File: config.mk
export PLATFORM = sky130hd
export DESIGN_NAME = alu_cmd_issuer
export DESIGN_NICKNAME = d
export VERILOG_FILES = /design/src/rtl/alu_cmd_issuer.sv
export SDC_FILE = /design/constraint.sdc
export NUM_CORES = 1
export LEC_CHECK = 0
export ABC_AREA = 1
export CAP_MARGIN = 20
export CORE_MARGIN = 4
export CORE_UTILIZATION = 55
export DETAILED_ROUTE_END_ITERATION = 7
export GPL_ROUTABILITY_DRIVEN = 0
export PLACE_DENSITY = 0.79
export RECOVER_POWER = 100
export SLEW_MARGIN = 10
export SYNTH_ARGS = -nofsm -noshare
export SYNTH_HDL_FRONTEND = slang
export SYNTH_SLANG_ARGS = --single-unit
File: constraint.sdc
create_clock -name clk -period 2.7 [get_ports clk]
set_input_delay 0.405 -clock clk [delete_from_list [all_inputs] [get_ports clk]]
set_output_delay 0.405 -clock clk [all_outputs]
set_load 0.01 [all_outputs]
File: src/rtl/alu_cmd_issuer.sv
// Initiator front end for the 8-bit ALU: queues tagged commands, steps each one
// through the ALU and returns tagged results in command order.
module alu_cmd_issuer #(
  parameter int DEPTH = 4,
  parameter int TAG_W = 4
) (
  input  logic             clk,
  input  logic             rst,
  input  logic             cmd_valid,
  output logic             cmd_ready,
  input  logic [7:0]       cmd_a,
  input  logic [7:0]       cmd_b,
  input  logic [2:0]       cmd_op,
  input  logic [TAG_W-1:0] cmd_tag,
  output logic [7:0]       alu_a,
  output logic [7:0]       alu_b,
  output logic [2:0]       alu_opcode,
  input  logic [7:0]       alu_result,
  input  logic             alu_carry,
  output logic             rsp_valid,
  input  logic             rsp_ready,
  output logic [7:0]       rsp_result,
  output logic             rsp_carry,
  output logic [TAG_W-1:0] rsp_tag,
  output logic             busy
);

  localparam int          PW     = $clog2(DEPTH);
  localparam logic [PW:0] FULL   = (PW+1)'(DEPTH);
  localparam logic [2:0]  OP_ADD = 3'b000;
  localparam logic [2:0]  OP_SUB = 3'b001;

  typedef struct packed {
    logic [7:0]       a;
    logic [7:0]       b;
    logic [2:0]       op;
    logic [TAG_W-1:0] tag;
  } cmd_t;

  typedef enum logic [1:0] {IDLE, DRIVE, CAPTURE, HOLD} state_t;

  cmd_t             mem [DEPTH];
  cmd_t             head;
  logic [PW-1:0]    wr_ptr;
  logic [PW-1:0]    rd_ptr;
  logic [PW:0]      count;
  logic [PW:0]      count_n;
  state_t           state;
  logic [TAG_W-1:0] cur_tag;
  logic             push;
  logic             pop;
  logic             at_slot;
  logic             go_idle;

  assign cmd_ready = (count != FULL);
  assign push      = cmd_valid && cmd_ready;
  // The ALU is free in IDLE, or in HOLD on the edge the response is taken.
  assign at_slot   = (state == IDLE) || (state == HOLD && rsp_ready);
  assign pop       = at_slot && (count != '0);
  assign go_idle   = at_slot && (count == '0);
  assign head      = mem[rd_ptr];

  always_comb begin
    // NOTE: default assignment first, so no path through the block leaves count_n
    // unassigned and no latch is inferred.
    count_n = count;
    if (push && !pop)
      count_n = count + 1'b1;
    else if (pop && !push)
      count_n = count - 1'b1;
  end

  // NOTE: command storage has no reset; count and pointers alone say which
  // entries are live, so stale contents are never observed.
  always_ff @(posedge clk) begin
    if (push)
      mem[wr_ptr] <= {cmd_a, cmd_b, cmd_op, cmd_tag};
  end

  // NOTE: registers use non-blocking assignments so every flop samples the
  // pre-edge value of every other flop, independent of statement order.
  always_ff @(posedge clk or negedge rst) begin
    if (!rst) begin
      wr_ptr <= '0;
      rd_ptr <= '0;
      count  <= '0;
    end else begin
      if (push)
        wr_ptr <= wr_ptr + 1'b1;
      if (pop)
        rd_ptr <= rd_ptr + 1'b1;
      count <= count_n;
    end
  end

  always_ff @(posedge clk or negedge rst) begin
    if (!rst) begin
      state      <= IDLE;
      alu_a      <= '0;
      alu_b      <= '0;
      alu_opcode <= '0;
      cur_tag    <= '0;
      rsp_valid  <= 1'b0;
      rsp_result <= '0;
      rsp_carry  <= 1'b0;
      rsp_tag    <= '0;
      busy       <= 1'b0;
    end else begin
      busy <= !go_idle || (count_n != '0);

      case (state)
        DRIVE:   state <= CAPTURE;
        CAPTURE: begin
          rsp_result <= alu_result;
          // The ALU keeps its last carry across logic ops; only arithmetic owns it.
          rsp_carry  <= alu_carry && (alu_opcode == OP_ADD || alu_opcode == OP_SUB);
          rsp_tag    <= cur_tag;
          rsp_valid  <= 1'b1;
          state      <= HOLD;
        end
        HOLD: begin
          if (rsp_ready) begin
            rsp_valid <= 1'b0;
            state     <= IDLE;
          end
        end
        default: ;
      endcase

      // A pop launches the next command, whether from IDLE or straight out of HOLD.
      if (pop) begin
        alu_a      <= head.a;
        alu_b      <= head.b;
        alu_opcode <= head.op;
        cur_tag    <= head.tag;
        state      <= DRIVE;
      end
    end
  end

endmodule

==> results by group, run 1 <==
Yosys
  – Synth Flop Type: edfxtp_1
  – Asr flop ratio synth: 0.338
  – Synth top cells by count: nor2_1 (122), edfxtp_1 (92), nand2_1 (51)
  – Cell with the most instances after synthesis: nor2_1
  – Synth top area share: 0.502
  – Post-Synthesis Cells: roughly 460
  – Post-synth EDFFs: between 90 and 100
  – Post-Syn Area: between 5000 and 6000 µm²
  – Synth Warn #: 0
  – Syn Area/Cell: around 12 µm²
  – Synth cell types: 26
  – Dominant cells by area after synthesis: edfxtp_1 (50%), dfrtp_1 (21%), nor2_1 (8.3%)
  – Yosys top cell by area: edfxtp_1
  – Syn Nets: 511
  – Seq cells post-synth: between 100 and 150
  – Post-synthesis sequential area ratio: 0.715

Route
  – DRC: 0
  – Vias: around 3,700
  – Via density: ~5.3
  – Wire per inst: around 17 µm
  – First-iteration detailed-routing DRC count: 300
  – DRT antenna net count: 0
  – Pre-antenna DRT Iters: 5
  – Wirelength, routed: about 12 mm

CTS
  – Clk Tree Root Cell: clkbuf_8
  – Clk pin slew, worst setup/hold paths: around 0.06 ns
  – TritonCTS buffer count: 17
  – CTS tree: built
  – # resized after CTS: 0
  – CTS sink count: roughly 140
  – H-tree levels: 4
  – Maximum clock path buffer count: 2
  – Worst-Skew Late Latency: 0.52 ns

Timing
  – Fmax: about 0.43 GHz
  – Final Max Tran Viols: 0
  – Final count of hold timing violations: 0
  – Final period util: 0.860
  – Clk_skew: around 0.015 ns
  – Endpoints failing setup: 0
  – Fin Setup TNS: 0 ns
  – RSZ-0062 raised after global routing: no
  – Slack of the critical path: 0.378 ns
  – Period minus WS final: roughly 2.3 ns
  – Worst hold slack: between 0.3 and 0.4 ns
  – Worst-Margin Slew: 1.25 ns
  – Headroom to the max-slew limit: 0.169

Die
  – Core ar.: between 9000 and 10,000 µm²
  – Num rows: 36
  – Chip height: 108 µm
  – Io pins: 71
  – Starting density of the core: 0.563
  – Die X: 108 µm
  – Die Footprint: 11,700 µm²

Global routing
  – Largest net degree at the start of global routing: 48
  – Vias in the first global route: between 3,000 and 4,000
  – Tot GR Track Use: 0.212
  – First-pass GRT wire length: 18.6 mm
  – Antenna violations before repair: 0
  – Final global-route overflow total: 0

Setup path
  – Crit. End Element: output port
  – Critical path class: flip-flop to output port
  – Critical path launch point type: flip-flop
  – Worst Path Max Fanout: 3
  – CP arrival: approximately 1.9 ns
  – R2r setup slk: 0.57 ns
  – Critical path's largest stage delay: 0.60 ns
  – WP data required: approximately 2.3 ns
  – Critical-path cell list: inv_1, ha_1, nand2_2, dlygate4sd3_1
  – Slowest library cell on the worst path: dlygate4sd3_1

Finish
  – Layout cell share with drive strength beyond 1: 0.0883
  – Filler Cells Inserted: 677
  – Register Area: 3940 µm²
  – Area of the multi-input gates: ~1300 µm²
  – Layout Area Growth over Synthesis: 25.8%
  – Final cell utilization of the core: 0.708
  – ANT cells: 0
  – Nets@finish: between 500 and 600

Placement
  – Place WS: 0.735 ns
  – Port buffer count: 70
  – DP Wirelength: 6.75 mm

Power and ir drop
  – Power per cell area: ~1200 nW/µm²
  – Leakage: between 0.002 and 0.003 µW
  – Largest vdd supply drop: 800 µV

Status
  – Status: completed

Worst hold path
  – Hold WC Path Type: input pin to asynchronous set/reset pin

Run
  – Max-cap viol count: 0
[layout make-up]
| cell class | count | area share |
|---|---|---|
| Tap cell | 133 | 0.0240 |
| Multi-Input combinational cell | 280 | 0.193 |
| Sequential cell | 139 | 0.569 |
| Inverter | 23 | 0.0126 |
| Clock buffer | 20 | 0.0614 |
| Timing Repair Buffer | 81 | 0.111 |
| Clock inverter | 12 | 0.0287 |
[state kept, by name, summed over array words and instances, names as in the netlist]
register / cells
rsp_carry: 1
alu_opcode: 3
alu_a: 8
cur_tag: 4
mem: 92
busy: 1
rsp_result: 8
alu_b: 8
rsp_tag: 4
wr_ptr: 2
rd_ptr: 2
count: 3
state: 2
rsp_valid: 1
[per-layer routing]
layer,vias up,share of wire,global-route usage
li1,1734,-,-
met1,1751,0.36,0.238
met2,157,0.55,0.389
met3,14,0.075,0.0531
met4,0,0.013,0.0812
met5,-,0,0
[through the flow]
| stage | std cells | power (µW) | area, µm² |
|---|---|---|---|
| 3_5_place_dp | 655 | 6200 | 6320 |
| 4_1_cts | 688 | 8720 | 6960 |
| 5_1_grt | 688 | 9040 | 6920 |
| 3_3_place_gp | 655 | 6020 | 6320 |
| 6_report | 688 | 8530 | 6920 |
| 2_1_floorplan | 464 | 5140 | 5510 |
[where the power goes]
part           switching [µW]  total [µW]  leakage, µW  internal [µW]
Sequential                267        3220      0.00139           2950
Combinational            1820        2870      0.00101           1050
Clock                     852        2440     0.000291           1590
Total                    2940        8530      0.00269           5590
[critical path, delay by kind of cell (launching register included)]
kind                       cells  cell delay [ns]
and+or+nand+nor                1             0.07
adders and majority gates      1             0.24
DFF                            1             0.39
buffers and inverters          2             0.71
[final timing paths]
path,startpoint,end,depth (start not counted)
hold / removal,rst,busy,2
max in group asynchronous,rst,alu_b[7],3
min in group clk,alu_result[6],rsp_result[6],3
hold reg to reg,rsp_tag[2],rsp_tag[2],2
setup / recovery,count[0],cmd_ready,4
setup reg to reg,count[0],mem[0][0],6
[placed cells by master, fill, tap and decap left out, drive strengths merged]
cell	n
a21oi	2
a31oi	21
buf	3
bufinv	5
clkbuf	28
clkdlybuf4s50	11
clkinv	3
clkinvlp	5
dfrtp	47
dlygate4sd3	59
edfxtp	92
ha	11
inv	22
nand2	58
nand3	9
nor2	123
o211ai	1
o21ai	51
o22ai	2
xor2	2
[cell families (layout without fill, tap and decap cells)]
group                    Yosys count  count (layout)  share of synthesized area
AO/OA/AOI/OAI                     77              77                     0.0757
XOR/XNOR                           2               2                    0.00318
adder cells (fa/ha/maj)           11              11                     0.0250
buffers and inverters             45             136                     0.0418
flip-flops                       139             139                      0.715
AND/OR/NAND/NOR                  190             190                      0.139
[repair_timing]
item | in CTS | in global routing
endpoints found under the hold margin | 7 | 0
hold buffers | 1 | 0
buffers inserted | 0 | 0
No activity file was read; power rests on OpenSTA's default activity.
==> inputs of run 2 (changes only) <==
Settings changed: MAX_ROUTING_LAYER set to met4.
Clock period 2.7 ns to 2.5 ns, I/O delays scaled along.
==> run 2 against run 1 <==
The flow now finishes with violations (max-capacitance violations, max-slew violations). Sequential cell count is the same. Final area down 1.2%. Register-to-register slack got worse by 0.32 ns. Core utilization decreased by 0.87 points. First-iteration DRC count shrank 3.0%. Clock power shrank 4%. Total power is 3.5% higher. Critical path type unchanged. Highest routed layer unchanged.
==> results by group, run 2 (synthesis results as in run 1) <==
Finish
  – Final cell utilization of the core: 0.700 (was 0.708)
  – Largest register FFs: 92 (unchanged)
  – Commonest non-fill, non-tap cell in the layout: nor2_1 (unchanged)
  – Nets@finish: 588 (was 589)
  – Register Area: 3940 µm² (unchanged)
  – Area of the multi-input gates: 1330 µm² (was 1340 µm²)
  – Filler Cells Inserted: 674 (was 677)
  – Layout cell share with drive strength beyond 1: 0.0830 (was 0.0883)
  – Post-Layout Cell Count: 687 (was 688)
  – Commonest cells after routing, fill and taps aside: nor2_1 (119), edfxtp_1 (92), dlygate4sd3_1 (58) (was nor2_1 (119), edfxtp_1 (92), dlygate4sd3_1 (59))
  – Layout Cell Area excl Fill: 6840 µm² (was 6920 µm²)
  – Top reg by flops: mem (unchanged)
  – ANT cells: 0 (unchanged)
  – Layout Area Growth over Synthesis: 24.2% (was 25.8%)

Power and ir drop
  – Combinational power share: 0.342 (was 0.337)
  – Pwr Total: 8840 µW (was 8530 µW)
  – Largest vdd supply drop: 606 µV (was 800 µV)
  – Pint: 5780 µW (was 5590 µW)
  – Switching part of the total power: 0.346 (was 0.345)
  – Sw power: 3060 µW (was 2940 µW)
  – Leakage: 0.00267 µW (was 0.00269 µW)
  – Clk pwr share: 0.266 (was 0.286)
  – Power per cell area: 1290 nW/µm² (was 1230 nW/µm²)
  – Register share of total power: 0.392 (was 0.377)

Status
  – Status: finished, violations left (was completed)
  – Failing checks: max-capacitance violations, max-slew violations

Die
  – Chip height: 108 µm (unchanged)
  – Io pins: 71 (unchanged)
  – Die X: 108 µm (unchanged)
  – Core ar.: 9770 µm² (unchanged)
  – Num rows: 36 (unchanged)
  – Starting density of the core: 0.563 (unchanged)
  – Die Footprint: 11,700 µm² (unchanged)

Global routing
  – First-pass GRT wire length: 18.0 mm (was 18.6 mm)
  – Antenna violations before repair: 0 (unchanged)
  – Largest net degree at the start of global routing: 48 (unchanged)
  – Tot GR Track Use: 0.213 (was 0.212)
  – Final global-route overflow total: 0 (unchanged)
  – Vias in the first global route: 3,646 (was 3,777)

Route
  – First-iteration detailed-routing DRC count: 291 (was 300)
  – DRT antenna net count: 0 (unchanged)
  – Pre-antenna DRT Iters: 7 (was 5)
  – Vias: 3,623 (was 3,656)
  – Via density: 5.27 (was 5.31)
  – Wire per inst: 16.3 µm (was 17.3 µm)
  – Wirelength, routed: 11.2 mm (was 11.9 mm)
  – DRC: 0 (unchanged)

Run
  – Max-cap viol count: 1 (was 0)

Worst hold path
  – Hold WC Path Type: input pin to flip-flop (was input pin to asynchronous set/reset pin)

Timing
  – Period minus WS final: between 2 and 2.5 ns
  – Final period util: 0.921
  – Fmax: approximately 0.43 GHz
  – RSZ-0062 raised after global routing: no (unchanged)
  – Clk_skew: 0.00706 ns (was 0.0153 ns)
  – Final count of hold timing violations: 0 (unchanged)
  – Worst-Margin Slew: 2.25 ns (was 1.25 ns)
  – Headroom to the max-slew limit: -0.502 (was 0.169)
  – Fin Setup TNS: 0 ns (unchanged)
  – Final Max Tran Viols: 43 (was 0)
  – Endpoints failing setup: 0 (unchanged)

Setup path
  – CP arrival: 1.93 ns (was 1.92 ns)
  – Crit path buf inv count: 2 (unchanged)
  – Worst Path Max Fanout: 3 (unchanged)
  – Critical-path cell list: inv_1, ha_1, nand2_1, dlygate4sd3_1 (was inv_1, ha_1, nand2_2, dlygate4sd3_1)
  – Delay-heaviest family, CP: buffers and inverters (unchanged)
  – Crit. End Element: output port (unchanged)
  – Critical path's largest stage delay: 0.60 ns (about the same)
  – Critical path launch point type: flip-flop (unchanged)
  – Critical path class: flip-flop to output port (unchanged)
  – Slowest library cell on the worst path: dlygate4sd3_1 (unchanged)
  – WP data required: 2.12 ns (was 2.30 ns)

CTS
  – CTS tree: built (unchanged)
  – H-tree levels: 4 (unchanged)
  – CTS sink count: 139 (unchanged)
  – Worst-Skew Late Latency: 0.52 ns (about the same)
  – # resized after CTS: 0 (unchanged)
  – # Post-CTS Setup Buffers: 0 (unchanged)
  – Clk Tree Root Cell: clkbuf_8 (unchanged)
  – TritonCTS buffer count: 17 (unchanged)
  – Clk pin slew, worst setup/hold paths: 0.06 ns (about the same)
  – Maximum clock path buffer count: 2 (unchanged)
  – Hold_buf cts: 0 (was 1)

Placement
  – Placed cells: 655 (unchanged)
  – DP Wirelength: 6.79 mm (was 6.75 mm)
  – Port buffer count: 70 (unchanged)
  – Post-DP Area: 6320 µm² (unchanged)
[run 2: cell count changes in the layout (fill, tap and decap cells not counted), moves of 2 or more]
| cell | change |
|---|---|
| clkbuf_8 | +4 |
| clkinvlp_4 | -4 |
| bufinv_16 | -4 |
| nand2_1 | +2 |
[run 2: path summary, 6_finish.rpt]
check	startpoint	to	slack, ns	cells after the start
worst max register to register	count[0]	alu_opcode[2]	0.25	7
worst max-delay path	count[0]	cmd_ready	0.20	4
worst min-delay path	alu_result[3]	rsp_result[3]	0.40	3
min in group asynchronous	rst	busy	0.53	1
max in group asynchronous	rst	alu_a[7]	0.69	1
worst min register to register	rsp_tag[0]	rsp_tag[0]	0.47	2
[run 2: per-layer routing]
| layer | up-vias | global-route usage | wire length [µm] |
|---|---|---|---|
| met5 | - | - | 0 |
| met4 | 0 | 0.0821 | 231 |
| met3 | 19 | 0.0609 | 735 |
| met2 | 127 | 0.350 | 5790 |
| met1 | 1745 | 0.249 | 4450 |
| li1 | 1732 | - | - |
[run 2: power by group through the flow]
stage / combinational [µW] / clock [µW] / sequential, µW
after floorplan: 1970 / 0 / 3590
after global placement: 3030 / 0 / 3470
after detailed placement: 3180 / 0 / 3510
after CTS: 3250 / 2380 / 3480
after global routing: 3400 / 2490 / 3530
final: 3020 / 2350 / 3470
[run 2: worst min-delay path, cell delays in order]
cell and delay (ns):
clkdlybuf4s50_1 0.39, nand2_1 0.06, nand2_1 0.05
[run 2: final cells by class]
type,count,share of cell area
clock buffers,26,0.0745
clock inverters,6,0.00896
inverters,23,0.0128
multi-input cells,280,0.194
flip-flops and latches,139,0.576
well taps,133,0.0243
repair buffers,80,0.110
[run 2: stage by stage]
stage / worst slack [ns] / hold WS (ns)
floorplan: 0.233 / 0.0794
global placement: 0.729 / 0.452
detailed placement: 0.705 / 0.463
CTS: 0.240 / 0.0355
global route: 0.108 / 0.395
finish: 0.197 / 0.400
==> inputs of run 3 (changes only) <==
Settings changed: RECOVER_POWER 100 to 25.
==> run 3 against run 2 <==
Largest power group unchanged. Register-to-register slack gained 0.54 ns. Critical path depth is the same. Sequential power is essentially flat. Non-clock buffer count is the same. Worst hold slack lost 0.39 ns. Global-route usage is the same. Combinational power grew 6%. Fmax grew 2.9%. Total power grew 2.2%. Clock power is essentially flat. Routed wire length is essentially flat. Via count grew 0.91%. The run now ends clean.
==> results by group, run 3 (synthesis results as in run 1) <==
Status
  – Status: completed (was finished, violations left)

CTS
  – Clk pin slew, worst setup/hold paths: 0.05 ns (was 0.06 ns)
  – Clk Tree Root Cell: clkbuf_8 (unchanged)
  – TritonCTS buffer count: 17 (unchanged)
  – H-tree levels: 4 (unchanged)
  – Worst-Skew Late Latency: 0.52 ns (about the same)
  – Hold_buf cts: 0 (unchanged)
  – # resized after CTS: 0 (unchanged)
  – CTS sink count: 139 (unchanged)
  – # Post-CTS Setup Buffers: 0 (unchanged)
  – Maximum clock path buffer count: 2 (unchanged)
  – CTS tree: built (unchanged)

Timing
  – RSZ-0062 raised after global routing: no (unchanged)
  – Clk_skew: 0.00578 ns (was 0.00706 ns)
  – Final period util: 0.895 (was 0.921)
  – Worst hold slack: 0.0117 ns (was 0.400 ns)
  – Slack of the critical path: 0.261 ns (was 0.197 ns)
  – Worst-Margin Slew: 0.956 ns (was 2.25 ns)
  – Headroom to the max-slew limit: 0.363 (was -0.502)
  – Period minus WS final: 2.24 ns (was 2.30 ns)
  – Final Max Tran Viols: 0 (was 43)
  – Fin Setup TNS: 0 ns (unchanged)
  – Final count of hold timing violations: 0 (unchanged)
  – Fmax: 0.447 GHz (was 0.434 GHz)
  – Endpoints failing setup: 0 (unchanged)

Global routing
  – Vias in the first global route: 3,646 (unchanged)
  – Final global-route overflow total: 0 (unchanged)
  – First-pass GRT wire length: 18.0 mm (unchanged)
  – Most Crowded Layer GR: met2 (unchanged)
  – Tot GR Track Use: 0.213 (unchanged)
  – Antenna violations before repair: 0 (unchanged)
  – Met2 Resource Use GR: 0.350 (unchanged)
  – Met3 capacity usage during global routing: 0.0609 (unchanged)
  – Met1 Usage GRT: 0.249 (unchanged)
  – Largest net degree at the start of global routing: 48 (unchanged)

Setup path
  – CP arrival: 1.86 ns (was 1.93 ns)
  – R2R Path End: mem[1][20] (was alu_opcode[2])
  – Reg2reg path depth: 6 (was 7)
  – Critical R2R Launch: count[0] (unchanged)
  – Critical path class: flip-flop to output port (unchanged)
  – Worst Path Max Fanout: 3 (unchanged)
  – WP data required: 2.12 ns (about the same)
  – R2r setup slk: 0.79 ns (was 0.25 ns)
  – Critical path launch point type: flip-flop (unchanged)
  – Crit path from: count[0] (unchanged)
  – Crit. End Element: output port (unchanged)
  – Crit path capture: cmd_ready (unchanged)

Power and ir drop
  – Clk pwr share: 0.260 (was 0.266)
  – Largest vdd supply drop: 606 µV (about the same)
  – Combinational power share: 0.355 (was 0.342)
  – Switching part of the total power: 0.343 (was 0.346)
  – Register share of total power: 0.384 (was 0.392)
  – Leakage: 0.00270 µW (was 0.00267 µW)
  – Sw power: 3100 µW (was 3060 µW)
  – Power per cell area: 1310 nW/µm² (was 1290 nW/µm²)
  – Pint: 5930 µW (was 5780 µW)

Die
  – Io pins: 71 (unchanged)
  – Chip height: 108 µm (unchanged)
  – Core ar.: 9770 µm² (unchanged)
  – Die Footprint: 11,700 µm² (unchanged)
  – Num rows: 36 (unchanged)
  – Starting density of the core: 0.563 (unchanged)
  – Die X: 108 µm (unchanged)

Route
  – DRC: 0 (unchanged)
  – Wirelength, routed: 11.2 mm (about the same)
  – First-iteration detailed-routing DRC count: 291 (unchanged)
  – Pre-antenna DRT Iters: 4 (was 7)
  – DRT antenna net count: 0 (unchanged)
  – Vias: 3,656 (was 3,623)
  – Wire per inst: 16.3 µm (about the same)
  – Via density: 5.32 (was 5.27)

Placement
  – Place WS: 0.705 ns (unchanged)
  – Port buffer count: 70 (unchanged)
  – DP Wirelength: 6.79 mm (unchanged)

Finish
  – Layout Area Growth over Synthesis: 25.2% (was 24.2%)
  – Filler Cells Inserted: 665 (was 674)
  – Commonest cells after routing, fill and taps aside: nor2_1 (118), edfxtp_1 (92), nand2_1 (51) (was nor2_1 (119), edfxtp_1 (92), dlygate4sd3_1 (58))
  – ANT cells: 0 (unchanged)
  – Largest register FFs: 92 (unchanged)
  – Layout cell share with drive strength beyond 1: 0.0975 (was 0.0830)
  – Register Area: 3940 µm² (unchanged)
  – Nets@finish: 588 (unchanged)
  – Top reg by flops: mem (unchanged)
  – Area of the multi-input gates: 1350 µm² (was 1330 µm²)
  – Commonest non-fill, non-tap cell in the layout: nor2_1 (unchanged)

Run
  – Max-cap viol count: 0 (was 1)

Worst hold path
  – Hold WC Path Type: input pin to asynchronous set/reset pin (was input pin to flip-flop)
[run 3: cell count changes in the layout (fill, tap and decap cells not counted), moves of 3 or more]
cell	delta
clkbuf_1	-3
nand2_1	-3
dlygate4sd3_1	-38
clkbuf_2	-5
clkdlybuf4s50_1	+38
buf_4	+6
[run 3: worst min-delay path by stage]
stage,startpoint,to,slack [ns],cells after the start
after floorplan,rst,alu_a[0],0.08,0
after global placement,rsp_result[5],rsp_result[5],0.45,2
after detailed placement,rsp_result[5],rsp_result[5],0.46,2
after CTS,rst,rsp_tag[1],0.04,1
after global routing,rst,rsp_result[4],0.07,1
final,rst,busy,0.01,1
[run 3: per-layer routing]
metal,share of wire,wire length (µm)
met2,0.51,5750
met4,0.023,259
met5,0,0
met3,0.074,835
met1,0.39,4370
[run 3: layout make-up]
| class | count | area share |
|---|---|---|
| Clock inverter | 6 | 0.00889 |
| Inverter | 23 | 0.0129 |
| Tap cell | 133 | 0.0241 |
| Timing Repair Buffer | 80 | 0.114 |
| Multi-Input combinational cell | 280 | 0.195 |
| Clock buffer | 26 | 0.0739 |
| Sequential cell | 139 | 0.571 |
[run 3: critical path: stages, from the launching register on]
cell and delay (ns):
dfrtp_1 0.38, inv_1 0.09, ha_1 0.25, nand2_2 0.10
clkdlybuf4s50_1 0.53
[run 3: per-stage QoR]
step           instance area, µm²  instances  utilization  power [µW]
2_1_floorplan                5510        464            -        5550
3_3_place_gp                 6320        655        0.647        6500
3_5_place_dp                 6320        655        0.647        6690
4_1_cts                      6890        687        0.705        9100
5_1_grt                      6890        687        0.705        9630
6_report                     6890        687        0.705        9030
[run 3: power groups by stage]
stage	clock, µW	combinational [µW]	sequential (µW)
floorplan	0	1970	3590
global placement	0	3030	3470
detailed placement	0	3180	3510
CTS	2380	3250	3480
global route	2490	3590	3540
finish	2350	3210	3470
